<file path="config.mk">
export PLATFORM = sky130hd
export DESIGN_NAME = needs_engine_flat
export DESIGN_NICKNAME = d
export VERILOG_FILES = /design/src/rtl/needs_engine_pkg.sv /design/src/rtl/needs_engine_if.sv /design/src/rtl/needs_engine_need_counter.sv /design/src/rtl/needs_engine.sv /design/src/flat_wrapper.sv
export SDC_FILE = /design/constraint.sdc
export NUM_CORES = 1
export LEC_CHECK = 0
export ABC_CLOCK_PERIOD_IN_PS = 3820
export BUFFER_PORTS_ARGS = -buffer_cell sky130_fd_sc_hd__buf_4
export CAP_MARGIN = 20
export CORE_UTILIZATION = 40
export CTS_BUF_LIST = sky130_fd_sc_hd__clkbuf_8
export DETAILED_ROUTE_END_ITERATION = 6
export PLACE_DENSITY_LB_ADDON = 0.15
export SLEW_MARGIN = 20
export SYNTH_ARGS = -nofsm -noshare
export SYNTH_HDL_FRONTEND = slang
export SYNTH_SLANG_ARGS = --single-unit
</file>
<file path="constraint.sdc">
create_clock -name clk -period 3.82 [get_ports clk]
set_clock_uncertainty 0.05 [all_clocks]
set_input_delay 0 -clock clk [delete_from_list [all_inputs] [get_ports clk]]
set_output_delay 0 -clock clk [all_outputs]
set_load 0.01 [all_outputs]
</file>
<file path="src/rtl/needs_engine_pkg.sv">
// tama_pkg: definitions shared by the needs engine and the status block.
//   - action codes carried on action_code
//   - life-state encoding (ALIVE / SLEEPING / DEAD)
//   - default saturation ceiling and critical threshold
//   - status vector value that signals death
package tama_pkg;

    localparam int LEVEL_W       = 5;
    localparam int DEF_LEVEL_MAX = 15;
    localparam int DEF_THRESH    = 12;

    localparam logic [7:0] STATUS_DEAD = 8'hFF;

    localparam logic [2:0] ACT_NOP    = 3'd0;
    localparam logic [2:0] ACT_FEED   = 3'd1;
    localparam logic [2:0] ACT_PLAY   = 3'd2;
    localparam logic [2:0] ACT_CLEAN  = 3'd3;
    localparam logic [2:0] ACT_HEAL   = 3'd4;
    localparam logic [2:0] ACT_SLEEP  = 3'd5;
    localparam logic [2:0] ACT_WAKE   = 3'd6;
    localparam logic [2:0] ACT_SOCIAL = 3'd7;

    typedef enum logic [1:0] {
        ALIVE    = 2'd0,
        SLEEPING = 2'd1,
        DEAD     = 2'd2
    } life_state_e;

endpackage

</file>
<file path="src/rtl/needs_engine_if.sv">
// needs_engine_if: player-action handshake.
//   action_valid / action_code : request from the player side
//   action_ready               : engine can accept this cycle
//   action_done / action_rej   : one-cycle result pulses after an accept
// master = requester, slave = needs_engine.
interface needs_engine_if;
    logic       action_valid;
    logic [2:0] action_code;
    logic       action_ready;
    logic       action_done;
    logic       action_rej;

    modport master (
        output action_valid, action_code,
        input  action_ready, action_done, action_rej
    );

    modport slave (
        input  action_valid, action_code,
        output action_ready, action_done, action_rej
    );
endinterface

</file>
<file path="src/rtl/needs_engine_need_counter.sv">
// need_counter: one need level with its game-tick prescaler.
//   clk, reset : clock, synchronous active-high reset
//   tick       : game-time strobe
//   inc_en     : prescaler counts on tick only while high (holds otherwise)
//   hold       : freezes prescaler and level completely
//   dec_amt    : amount subtracted this cycle (floors at 0)
//   add_amt    : extra amount added this cycle on top of the prescaler increment
//   level      : registered level, 0..LEVEL_MAX
module need_counter #(
    parameter int DIV       = 4,
    parameter int LEVEL_MAX = 15
) (
    input  logic       clk,
    input  logic       reset,
    input  logic       tick,
    input  logic       inc_en,
    input  logic       hold,
    input  logic [4:0] dec_amt,
    input  logic [4:0] add_amt,
    output logic [4:0] level
);
    localparam int CW = (DIV > 1) ? $clog2(DIV) : 1;

    logic [CW-1:0] cnt_q, cnt_d;
    logic [4:0]    level_q, level_d;
    logic [4:0]    sub;
    logic [5:0]    sum;
    logic          inc;

    always_comb begin
        cnt_d = cnt_q;
        inc   = 1'b0;
        if (tick && inc_en) begin
            if (cnt_q == CW'(DIV - 1)) begin
                cnt_d = '0;
                inc   = 1'b1;
            end else begin
                cnt_d = cnt_q + 1'b1;
            end
        end
        // Subtract first, then add, so a same-cycle action and increment never wrap.
        sub     = (level_q > dec_amt) ? (level_q - dec_amt) : '0;
        sum     = {1'b0, sub} + {1'b0, add_amt} + {5'd0, inc};
        level_d = (sum > 6'(LEVEL_MAX)) ? 5'(LEVEL_MAX) : sum[4:0];
        if (hold) begin
            cnt_d   = cnt_q;
            level_d = level_q;
        end
    end

    always_ff @(posedge clk) begin
        if (reset) begin
            cnt_q   <= '0;
            level_q <= '0;
        end else begin
            cnt_q   <= cnt_d;
            level_q <= level_d;
        end
    end

    assign level = level_q;
endmodule

</file>
<file path="src/rtl/needs_engine.sv">
// needs_engine: owns the six need levels, the action handshake, the action
// cooldown, the age counter and the ALIVE/SLEEPING/DEAD life state.
//   clk, reset  : clock, synchronous active-high reset
//   tick        : one-cycle game-time strobe
//   act         : action handshake (slave side)
//   status_in   : status vector fed back from the status block (8'hFF = dead)
//   hunger..social : registered need levels (higher = worse)
//   sleeping, dead : life state flags
//   age         : ticks lived, saturating
module needs_engine
    import tama_pkg::*;
#(
    parameter int LEVEL_MAX   = DEF_LEVEL_MAX,
    parameter int THRESH      = DEF_THRESH,
    parameter int HUNGER_DIV  = 4,
    parameter int HAPPY_DIV   = 6,
    parameter int HYGIENE_DIV = 8,
    parameter int SOCIAL_DIV  = 10,
    parameter int ENERGY_DIV  = 5,
    parameter int HEALTH_DIV  = 3,
    parameter int RELIEF      = 6,
    parameter int COOLDOWN    = 2
) (
    input  logic        clk,
    input  logic        reset,
    input  logic        tick,
    needs_engine_if.slave act,
    input  logic [7:0]  status_in,
    output logic [4:0]  hunger,
    output logic [4:0]  happiness,
    output logic [4:0]  health,
    output logic [4:0]  hygiene,
    output logic [4:0]  energy,
    output logic [4:0]  social,
    output logic        sleeping,
    output logic        dead,
    output logic [15:0] age
);
    localparam logic [4:0] RELIEF_V = 5'(RELIEF);

    life_state_e state_q, state_d;
    logic [7:0]  cooldown_q, cooldown_d;
    logic [15:0] age_q, age_d;
    logic        done_q, done_d, rej_q, rej_d;

    logic die, frozen, ready, take, applied;
    logic [4:0] dec_hunger, dec_happy, dec_health, dec_hygiene, dec_energy, dec_social;
    logic [4:0] add_energy;

    // A dying cycle freezes everything, so an action or tick coinciding with
    // the death condition has no effect and produces no result pulse.
    assign die    = (state_q != DEAD) &&
                    ((hunger == 5'(LEVEL_MAX)) || (health == 5'(LEVEL_MAX)) ||
                     (status_in == STATUS_DEAD));
    assign frozen = (state_q == DEAD) || die;
    assign ready  = (state_q != DEAD) && (cooldown_q == '0);
    assign take   = act.action_valid && ready && !frozen;

    // State register
    always_ff @(posedge clk) begin
        if (reset) state_q <= ALIVE;
        else       state_q <= state_d;
    end

    // Next-state logic
    always_comb begin
        state_d = state_q;
        unique case (state_q)
            ALIVE: begin
                if (die)                                     state_d = DEAD;
                else if (take && act.action_code == ACT_SLEEP) state_d = SLEEPING;
            end
            SLEEPING: begin
                if (die) state_d = DEAD;
                else if ((take && act.action_code == ACT_WAKE) || energy == '0)
                    state_d = ALIVE;
            end
            default: state_d = DEAD;
        endcase
    end

    // Output / action-effect logic
    always_comb begin
        applied     = 1'b0;
        dec_hunger  = '0;
        dec_happy   = '0;
        dec_health  = '0;
        dec_hygiene = '0;
        dec_social  = '0;
        dec_energy  = '0;
        add_energy  = '0;
        if (state_q == SLEEPING && tick) dec_energy = 5'd1;
        if (take) begin
            unique case (state_q)
                ALIVE: begin
                    case (act.action_code)
                        ACT_FEED:   begin dec_hunger  = RELIEF_V; applied = 1'b1; end
                        ACT_PLAY:   begin
                            dec_happy  = RELIEF_V;
                            dec_social = 5'd2;
                            add_energy = 5'd2;
                            applied    = 1'b1;
                        end
                        ACT_CLEAN:  begin dec_hygiene = RELIEF_V; applied = 1'b1; end
                        ACT_HEAL:   begin dec_health  = RELIEF_V; applied = 1'b1; end
                        ACT_SOCIAL: begin dec_social  = RELIEF_V; applied = 1'b1; end
                        ACT_SLEEP:  applied = 1'b1;
                        default:    applied = 1'b0;
                    endcase
                end
                SLEEPING: applied = (act.action_code == ACT_WAKE);
                default:  applied = 1'b0;
            endcase
        end
        done_d = take && applied;
        rej_d  = take && !applied;
    end

    always_comb begin
        cooldown_d = cooldown_q;
        if (take)                                     cooldown_d = 8'(COOLDOWN);
        else if (tick && !frozen && cooldown_q != '0) cooldown_d = cooldown_q - 8'd1;
        age_d = age_q;
        if (tick && !frozen && age_q != '1) age_d = age_q + 16'd1;
    end

    always_ff @(posedge clk) begin
        if (reset) begin
            cooldown_q <= '0;
            age_q      <= '0;
            done_q     <= 1'b0;
            rej_q      <= 1'b0;
        end else begin
            cooldown_q <= cooldown_d;
            age_q      <= age_d;
            done_q     <= done_d;
            rej_q      <= rej_d;
        end
    end

    need_counter #(.DIV(HUNGER_DIV), .LEVEL_MAX(LEVEL_MAX)) u_hunger (
        .clk(clk), .reset(reset), .tick(tick), .inc_en(1'b1), .hold(frozen),
        .dec_amt(dec_hunger), .add_amt(5'd0), .level(hunger));
    need_counter #(.DIV(HAPPY_DIV), .LEVEL_MAX(LEVEL_MAX)) u_happy (
        .clk(clk), .reset(reset), .tick(tick), .inc_en(1'b1), .hold(frozen),
        .dec_amt(dec_happy), .add_amt(5'd0), .level(happiness));
    need_counter #(.DIV(HEALTH_DIV), .LEVEL_MAX(LEVEL_MAX)) u_health (
        .clk(clk), .reset(reset), .tick(tick),
        .inc_en((hunger >= 5'(THRESH)) || (hygiene >= 5'(THRESH))), .hold(frozen),
        .dec_amt(dec_health), .add_amt(5'd0), .level(health));
    need_counter #(.DIV(HYGIENE_DIV), .LEVEL_MAX(LEVEL_MAX)) u_hygiene (
        .clk(clk), .reset(reset), .tick(tick), .inc_en(1'b1), .hold(frozen),
        .dec_amt(dec_hygiene), .add_amt(5'd0), .level(hygiene));
    need_counter #(.DIV(ENERGY_DIV), .LEVEL_MAX(LEVEL_MAX)) u_energy (
        .clk(clk), .reset(reset), .tick(tick), .inc_en(state_q == ALIVE), .hold(frozen),
        .dec_amt(dec_energy), .add_amt(add_energy), .level(energy));
    need_counter #(.DIV(SOCIAL_DIV), .LEVEL_MAX(LEVEL_MAX)) u_social (
        .clk(clk), .reset(reset), .tick(tick), .inc_en(1'b1), .hold(frozen),
        .dec_amt(dec_social), .add_amt(5'd0), .level(social));

    assign act.action_ready = ready;
    assign act.action_done  = done_q;
    assign act.action_rej   = rej_q;
    assign sleeping         = (state_q == SLEEPING);
    assign dead             = (state_q == DEAD);
    assign age              = age_q;
endmodule
</file>
<file path="src/flat_wrapper.sv">
// flat-port wrapper written by rule: the top's interface ports become plain ports
module needs_engine_flat import tama_pkg::*;
#(
    parameter int LEVEL_MAX   = DEF_LEVEL_MAX,
    parameter int THRESH      = DEF_THRESH,
    parameter int HUNGER_DIV  = 4,
    parameter int HAPPY_DIV   = 6,
    parameter int HYGIENE_DIV = 8,
    parameter int SOCIAL_DIV  = 10,
    parameter int ENERGY_DIV  = 5,
    parameter int HEALTH_DIV  = 3,
    parameter int RELIEF      = 6,
    parameter int COOLDOWN    = 2
)
  (clk, reset, tick, status_in, hunger, happiness, health, hygiene, energy, social, sleeping, dead, age, act_action_valid, act_action_code, act_action_ready, act_action_done, act_action_rej);
  needs_engine_if act_i ();
  input  logic clk;
  input  logic reset;
  input  logic tick;
  input  logic [7:0] status_in;
  output logic [4:0] hunger;
  output logic [4:0] happiness;
  output logic [4:0] health;
  output logic [4:0] hygiene;
  output logic [4:0] energy;
  output logic [4:0] social;
  output logic sleeping;
  output logic dead;
  output logic [15:0] age;
  input wire logic [$bits(act_i.action_valid)-1:0] act_action_valid;
  input wire logic [$bits(act_i.action_code)-1:0] act_action_code;
  output wire logic [$bits(act_i.action_ready)-1:0] act_action_ready;
  output wire logic [$bits(act_i.action_done)-1:0] act_action_done;
  output wire logic [$bits(act_i.action_rej)-1:0] act_action_rej;
  assign act_i.action_valid = act_action_valid;
  assign act_i.action_code = act_action_code;
  assign act_action_ready = act_i.action_ready;
  assign act_action_done = act_i.action_done;
  assign act_action_rej = act_i.action_rej;
  needs_engine #(.LEVEL_MAX(LEVEL_MAX), .THRESH(THRESH), .HUNGER_DIV(HUNGER_DIV), .HAPPY_DIV(HAPPY_DIV), .HYGIENE_DIV(HYGIENE_DIV), .SOCIAL_DIV(SOCIAL_DIV), .ENERGY_DIV(ENERGY_DIV), .HEALTH_DIV(HEALTH_DIV), .RELIEF(RELIEF), .COOLDOWN(COOLDOWN)) u_core (.clk(clk), .reset(reset), .tick(tick), .act(act_i), .status_in(status_in), .hunger(hunger), .happiness(happiness), .health(health), .hygiene(hygiene), .energy(energy), .social(social), .sleeping(sleeping), .dead(dead), .age(age));
endmodule
</file>
; ---- Word-level counts from Yosys, hierarchy flattened
; Index checks and enable logic that the tools add are counted.
[totals]
output_inout_bits = 51
inputBits = 15
register_bits = 75
wordCells = 167
[classes]
mux = 59
n_eq_ne = 22
order_cmp = 14
bitwise_logic = 1
addsub = 21
n_reduce_logical = 32
[op_table]
columns = op, count
row1 = $mux 5, 24
row2 = $gt 6x4->1 const B, 6
row3 = $add 5x1->6, 5
row4 = $gt 5x5->1, 6
row5 = $sub 5x5->5, 6
row6 = $eq 3x3->1 const B, 7
row7 = $mux 3, 7
row8 = $mux 2, 9
row9 = $add 16x1->16 const B, 1
row10 = $ne 16x16->1 const B, 1
row11 = $mux 1, 15
row12 = $logic_and 1x1->1, 14
row13 = $eq 5x4->1 const B, 2
row14 = $ge 5x4->1 const B, 2
row15 = $add 3x1->3 const B, 3
row16 = $eq 8x8->1 const B, 1
row17 = $logic_not 8->1, 1
row18 = $reduce_and 2->1, 4
row19 = $reduce_bool 8->1, 1
row20 = $sub 8x1->8 const B, 1
row21 = $add 5x5->6, 1
row22 = $add 6x1->6, 1
row23 = $eq 2x2->1 const B, 3
row24 = $eq 3x2->1 const B, 2
row25 = 19 further kinds, 26

; ---- Logic depth before layout (Yosys ltp)
[logic_depth]
word_depth = 13
depth_mapped = 19

; ---- Cells and area by module
; Synthesis repeated with hierarchy kept, for this count alone.
[unflattened]
cells_unflattened = 755
hier_area_um2 = 6371.1
[modules_own_cells]
columns = mod, cells_each, n_inst, area_per_inst_um2, seq_area_each_um2
row1 = needs_engine, 211, 1, 1791.7, 560.5
row2 = need_counter (u_core.u_energy), 92, 1, 818.3, 160.2
row3 = need_counter (u_core.u_social), 97, 1, 782.0, 180.2
row4 = need_counter (u_core.u_happy), 95, 1, 757.0, 160.2
row5 = need_counter (u_core.u_hygiene), 88, 1, 749.5, 160.2
row6 = need_counter (u_core.u_hunger), 86, 1, 739.5, 140.1
row7 = need_counter (u_core.u_health), 86, 1, 733.2, 140.1

; ---- Least setup slack after synthesis
; Ideal clock, no wire load.
[synth_timing]
kind = flip-flop to flip-flop
start = register u_core.cooldown_q[0]
end = register u_core.u_happy.level_q[0] (netlist: u_core.u_happy.level[0])
stages_incl_launch_ff = 17
path_slack_ns = -0.241
arrival_time_ns = 3.952
n_path_buf = 0
setup_ns = 0.059
path_cell_list = dfxtp_1 -> inv_1 -> ha_1 -> nor3b_1 -> nand4_1 -> nor3_1 -> nand3_1 -> or3_1 -> fa_1 -> a211o_1 -> and2_1 -> ha_1 -> ha_1 -> and3_1 -> o221a_2 -> o31ai_1 -> o221a_2
[synth_via]
elab_chain_len = 10
[synth_rtl]
columns = element, line
row1 = "start, declared", needs_engine.sv:42  ; logic [7:0] cooldown_q, cooldown_d;
row2 = "start signal, assigned", needs_engine.sv:134  ; cooldown_q <= cooldown_d;
row3 = $logic_not 8->1 (*), needs_engine.sv:56  ; assign ready = (state_q != DEAD) && (cooldown_q == '0);
row4 = $logic_and 1x1->1 (*), needs_engine.sv:56
row5 = $logic_and 1x1->1 (*) (2 in a row), needs_engine.sv:57  ; assign take = act.action_valid && ready && !frozen;
row6 = $mux 5 (*), needs_engine.sv:93  ; if (take) begin
row7 = $sub 5x5->5 / $gt 5x5->1 (equally long branches), needs_engine_need_counter.sv:42  ; sub = (level_q > dec_amt) ? (level_q - dec_amt) : '0;
row8 = $mux 5 (*), needs_engine_need_counter.sv:42
row9 = $add 5x1->6 (*), needs_engine_need_counter.sv:43  ; sum = {1'b0, sub} + {1'b0, add_amt} + {5'd0, inc};
row10 = $gt 6x4->1, needs_engine_need_counter.sv:44  ; level_d = (sum > 6'(LEVEL_MAX)) ? 5'(LEVEL_MAX) : sum[4:0];
row11 = $mux 5 (*), needs_engine_need_counter.sv:44
row12 = "end signal, assigned", needs_engine_need_counter.sv:57  ; level_q <= level_d;
row13 = "end, declared", needs_engine_need_counter.sv:25  ; logic [4:0] level_q, level_d;
; Every way passes the cells marked *; elsewhere a longest branch is shown, timed or not.
; A chain may end at the register's enable or synchronous reset.

; ---- Final worst setup path
[layout_timing]
start = register u_core.cooldown_q[0]
end = register u_core.u_happy.level_q[2] (netlist: u_core.u_happy.level[2])
; The elaborated chain is that of the path after synthesis.

==> results.txt <==
Status -> finished, violations left
Violated checks -> setup timing
Most frequent cell on the critical path -> ha_4
CP cell instances -> inv_2 -> ha_4 -> nor3b_4 -> nand4_1 -> buf_4 -> nor3_4 -> nand3_4 -> or3_4 -> ha_4 -> nand3b_1 -> a211o_1 -> and2_4 -> ha_4 -> ha_4 -> and3_4 -> o221a_4 -> o31ai_4 -> o221a_2
Slowest stage cell on the critical path -> or3_4
Die X -> 113 um
IO Pins -> 66
Layout cells sized above 1 -> 0.328
CP endpoint -> u_core.u_happy.level[2]$_SDFFE_PP0N_
Hold WS -> 0.0438 ns
Tcrit/Tclk final -> 1.03
Post-synth EDFFs -> 0
Synthesis-stage register bit count -> 75
Post-Place Worst Slack -> -0.179 ns
First-pass GRT wire length -> 21700 um
Synthesized Nets -> 656
Post-Syn Area -> 0.00492 mm2
Worst EP arrival -> 4.18 ns
CP required -> 4.09 ns
Leakage -> 2.71 nW
Clk_lat worst skew -> 0.38 ns
Synth warnings -> 0
R2R Path Start -> u_core.cooldown_q[0]$_SDFFE_PP0P_
Share of Yosys cell area claimed by the top area cell type -> 0.305
Reg2Reg Depth -> 18
Pwr dens -> 357 mW/mm2
Sw Pwr -> 0.836 mW
Initial Util -> 0.410
Drt via density -> 5.56
CTS tree -> done
Drt first-iter violations -> 248
Clock share of power -> 0.246
Primary FF master, synth -> dfxtp_1
Final min period -> 3.92 ns
DRT antenna net count -> 0
Worst R2R Setup Slack -> -0.1 ns
Syn_area_per_cell -> 8.16 um2
Max-Cap Viols -> 0
Crit path max fanout -> 3
Final instance area -> 0.00663 mm2
CP delay by family, top -> simple AND/OR/NAND/NOR gates
CTS buffer count -> 9
Unique masters post-synth -> 55
Sequential fraction of the synthesis area -> 0.305
CTS root buf -> clkbuf_8
Hold/Removal Path Class -> in2reg
Tot GR Track Use -> 0.213
Syn-to-layout area delta -> 34.7%
Largest net degree at the start of global routing -> 58
DRT Wirelength -> 13600 um
CTS sink cnt -> 75
Slew margin rel. -> 0.395
Clock Tree Buf Depth -> 2
Crit path depth -> 18
RSZ-0062 raised after global routing -> yes
Largest stage delay on the critical path -> 0.42 ns
Wire per inst -> 15.7 um
Die area -> 0.0128 mm2
Flop pwr share -> 0.373
Count of buffers from port buffering -> 65
Max Slew Vio Count -> 0
Max Fclk -> 255 MHz
Final net count -> 768
Synth area leaders -> dfxtp_1, ha_1, nor2_1
Comb pwr share -> 0.381
Setup WS post-layout -> -0.0969 ns
Worst setup path start -> u_core.cooldown_q[0]$_SDFFE_PP0P_
Async set or reset register ratio after synthesis -> 0
DIE HEIGHT -> 113 um
Worst path bufs/invs -> 2
CP startpoint kind -> flop
Reg-to-Reg End -> u_core.u_happy.level[2]$_SDFFE_PP0N_
Clock slew at reported path FFs -> 0.08 ns
Switching fraction of total power -> 0.353
Post-Synthesis Cells -> 603
# rows -> 40
Drt pass-1 iters -> 4
Final Hold Vio Count -> 0
Final Setup Violations -> 4
Initial antenna violation count -> 0
CTS H-tree depth -> 3
DR vias -> 4817
Internal Pwr Total -> 1.53 mW
Diode count -> 0
Max rail drop VDD -> 0.000257 V
Largest area contributor in the netlist -> dfxtp_1
Gr ovfl total -> 0
# DRC -> 0
Hpwl dp -> 9260 um
Routability cong. -> 0.878
Crit path capture type -> flop
TNS Setup -> -0.272 ns
Cell Area, Placed -> 0.00589 mm2
Via count of the first global-routing pass -> 4548
Critical path type -> reg2reg
Least-Margin Pin Slew -> 0.899 ns
CORE AREA -> 0.0120 mm2
==> registers in the layout, summed over array words and instances, names as in the netlist, 5 cells and up <==
signal / count
u_core.u_hygiene.level: 5
u_core.age: 16
u_core.u_hunger.level: 5
u_core.u_energy.level: 5
u_core.u_health.level: 5
u_core.cooldown_q: 8
u_core.u_happy.level: 5
u_core.u_social.level: 5
==> cells by family after synthesis <==
| logic type | Yosys count | share of synthesized area |
|---|---|---|
| XOR/XNOR | 18 | 0.0320 |
| buffers and inverters | 69 | 0.0547 |
| AND/OR/NAND/NOR | 255 | 0.283 |
| AO/OA/AOI/OAI | 132 | 0.185 |
| multiplexers | 16 | 0.0343 |
| adder cells (fa/ha/maj) | 38 | 0.106 |
| flip-flops | 75 | 0.305 |
==> worst min path at each step <==
stage	start	end	slack (ns)	cells past startpoint
floorplan	act_action_code[1]	u_core.state_q[0]$_SDFFE_PP0P_	0.13	2
global route	act_action_code[0]	u_core.state_q[0]$_SDFFE_PP0P_	0.08	5
CTS	act_action_code[0]	u_core.state_q[0]$_SDFFE_PP0P_	0.02	5
detailed placement	act_action_code[1]	u_core.state_q[0]$_SDFFE_PP0P_	0.30	3
finish	act_action_code[0]	u_core.state_q[0]$_SDFFE_PP0P_	0.04	5
global placement	act_action_code[1]	u_core.state_q[0]$_SDFFE_PP0P_	0.30	3
==> cells in the mapped netlist (7+ instances only) <==
cell       n
dfxtp_1   75
nor2_1    54
nand2_1   49
a21oi_1   37
inv_1     37
ha_1      32
clkbuf_1  23
o21ai_0   23
nor2b_1   21
nor3_1    19
o31ai_1   16
a311oi_1  13
and2_1    13
nand3b_1  13
xnor2_1   13
mux2i_1   12
nand3_1   12
or3_1     12
or4_1     12
nand2b_1   9
nor4_1     9
buf_2      8
o221a_2    8
a31oi_1    7
==> cell usage in the layout, fill, tap and decap left out, types with 4 or more instances in the layout <==
cell type and count:
clkbuf_8 10, nor3b_1 5, a311oi_1 10, a211o_1 6
o31a_1 5, nand2b_1 9, nand4b_1 4, xnor2_1 13
nand4_1 6, nand3b_1 13, or3_1 10, a31oi_1 7
ha_2 8, inv_2 7, inv_1 31, o21ai_1 4
nand3_1 10, ha_4 10, ha_1 14, nor4_1 8
nor3_1 11, nor2_1 52, fa_2 6, o21ai_0 19
nand2_1 43, mux2i_1 11, a21oi_1 33, and3_1 4
buf_4 127, dfxtp_1 73, and2_1 11, xor2_1 5
nor3_4 6, buf_6 4, nand2_2 4, o221a_2 6
nor2b_1 21, or4_1 12, o31ai_1 14
==> tightest hold or removal path, delay by kind of cell <==
family / cells / cell delay [ns]
buffers and inverters: 1 / 0.15
AND/OR/NAND/NOR: 2 / 0.11
AO/OA/AOI/OAI: 2 / 0.17
==> timing repair <==
item / 4_1_cts / 5_1_grt
hold endpoints to repair: 1 / 0
buffers inserted: 5 / 13
endpoints found under the setup margin: 18 / 24
resized for setup: 52 / 51
hold buffers: 1 / 0
pin swaps: 31 / 44
==> metal layers <==
metal	track usage	share of wire
met5	0	0
met2	0.367	0.49
met4	0.0570	0.018
met1	0.267	0.46
met3	0.0503	0.029
==> per-stage QoR <==
| stage | total power, mW | std cells | util |
|---|---|---|---|
| 2_1_floorplan | 1.36 | 603 | - |
| 3_3_place_gp | 1.62 | 834 | 0.490 |
| 6_report | 2.37 | 867 | 0.552 |
| 4_1_cts | 2.31 | 855 | 0.528 |
| 5_1_grt | 2.51 | 867 | 0.552 |
| 3_5_place_dp | 1.64 | 834 | 0.490 |
==> power groups by stage <==
stage	logic, mW	registers (mW)	clock network (mW)
after floorplan	0.464	0.896	0
after global placement	0.721	0.894	0
after detailed placement	0.743	0.896	0
after CTS	0.828	0.884	0.599
after global routing	0.996	0.892	0.627
final	0.902	0.885	0.583
==> final cells by class <==
type | instances | area (um2)
Multi-Input combinational cell | 459 | 3610
Timing Repair Buffer | 132 | 1010
Sequential cell | 75 | 1500
Clock buffer | 10 | 138
Inverter | 38 | 143
Tap cell | 147 | 184
Fill cell | 1111 | 5380
Clock inverter | 6 | 41.3
Note: power is estimated with default switching activity, not from simulation.
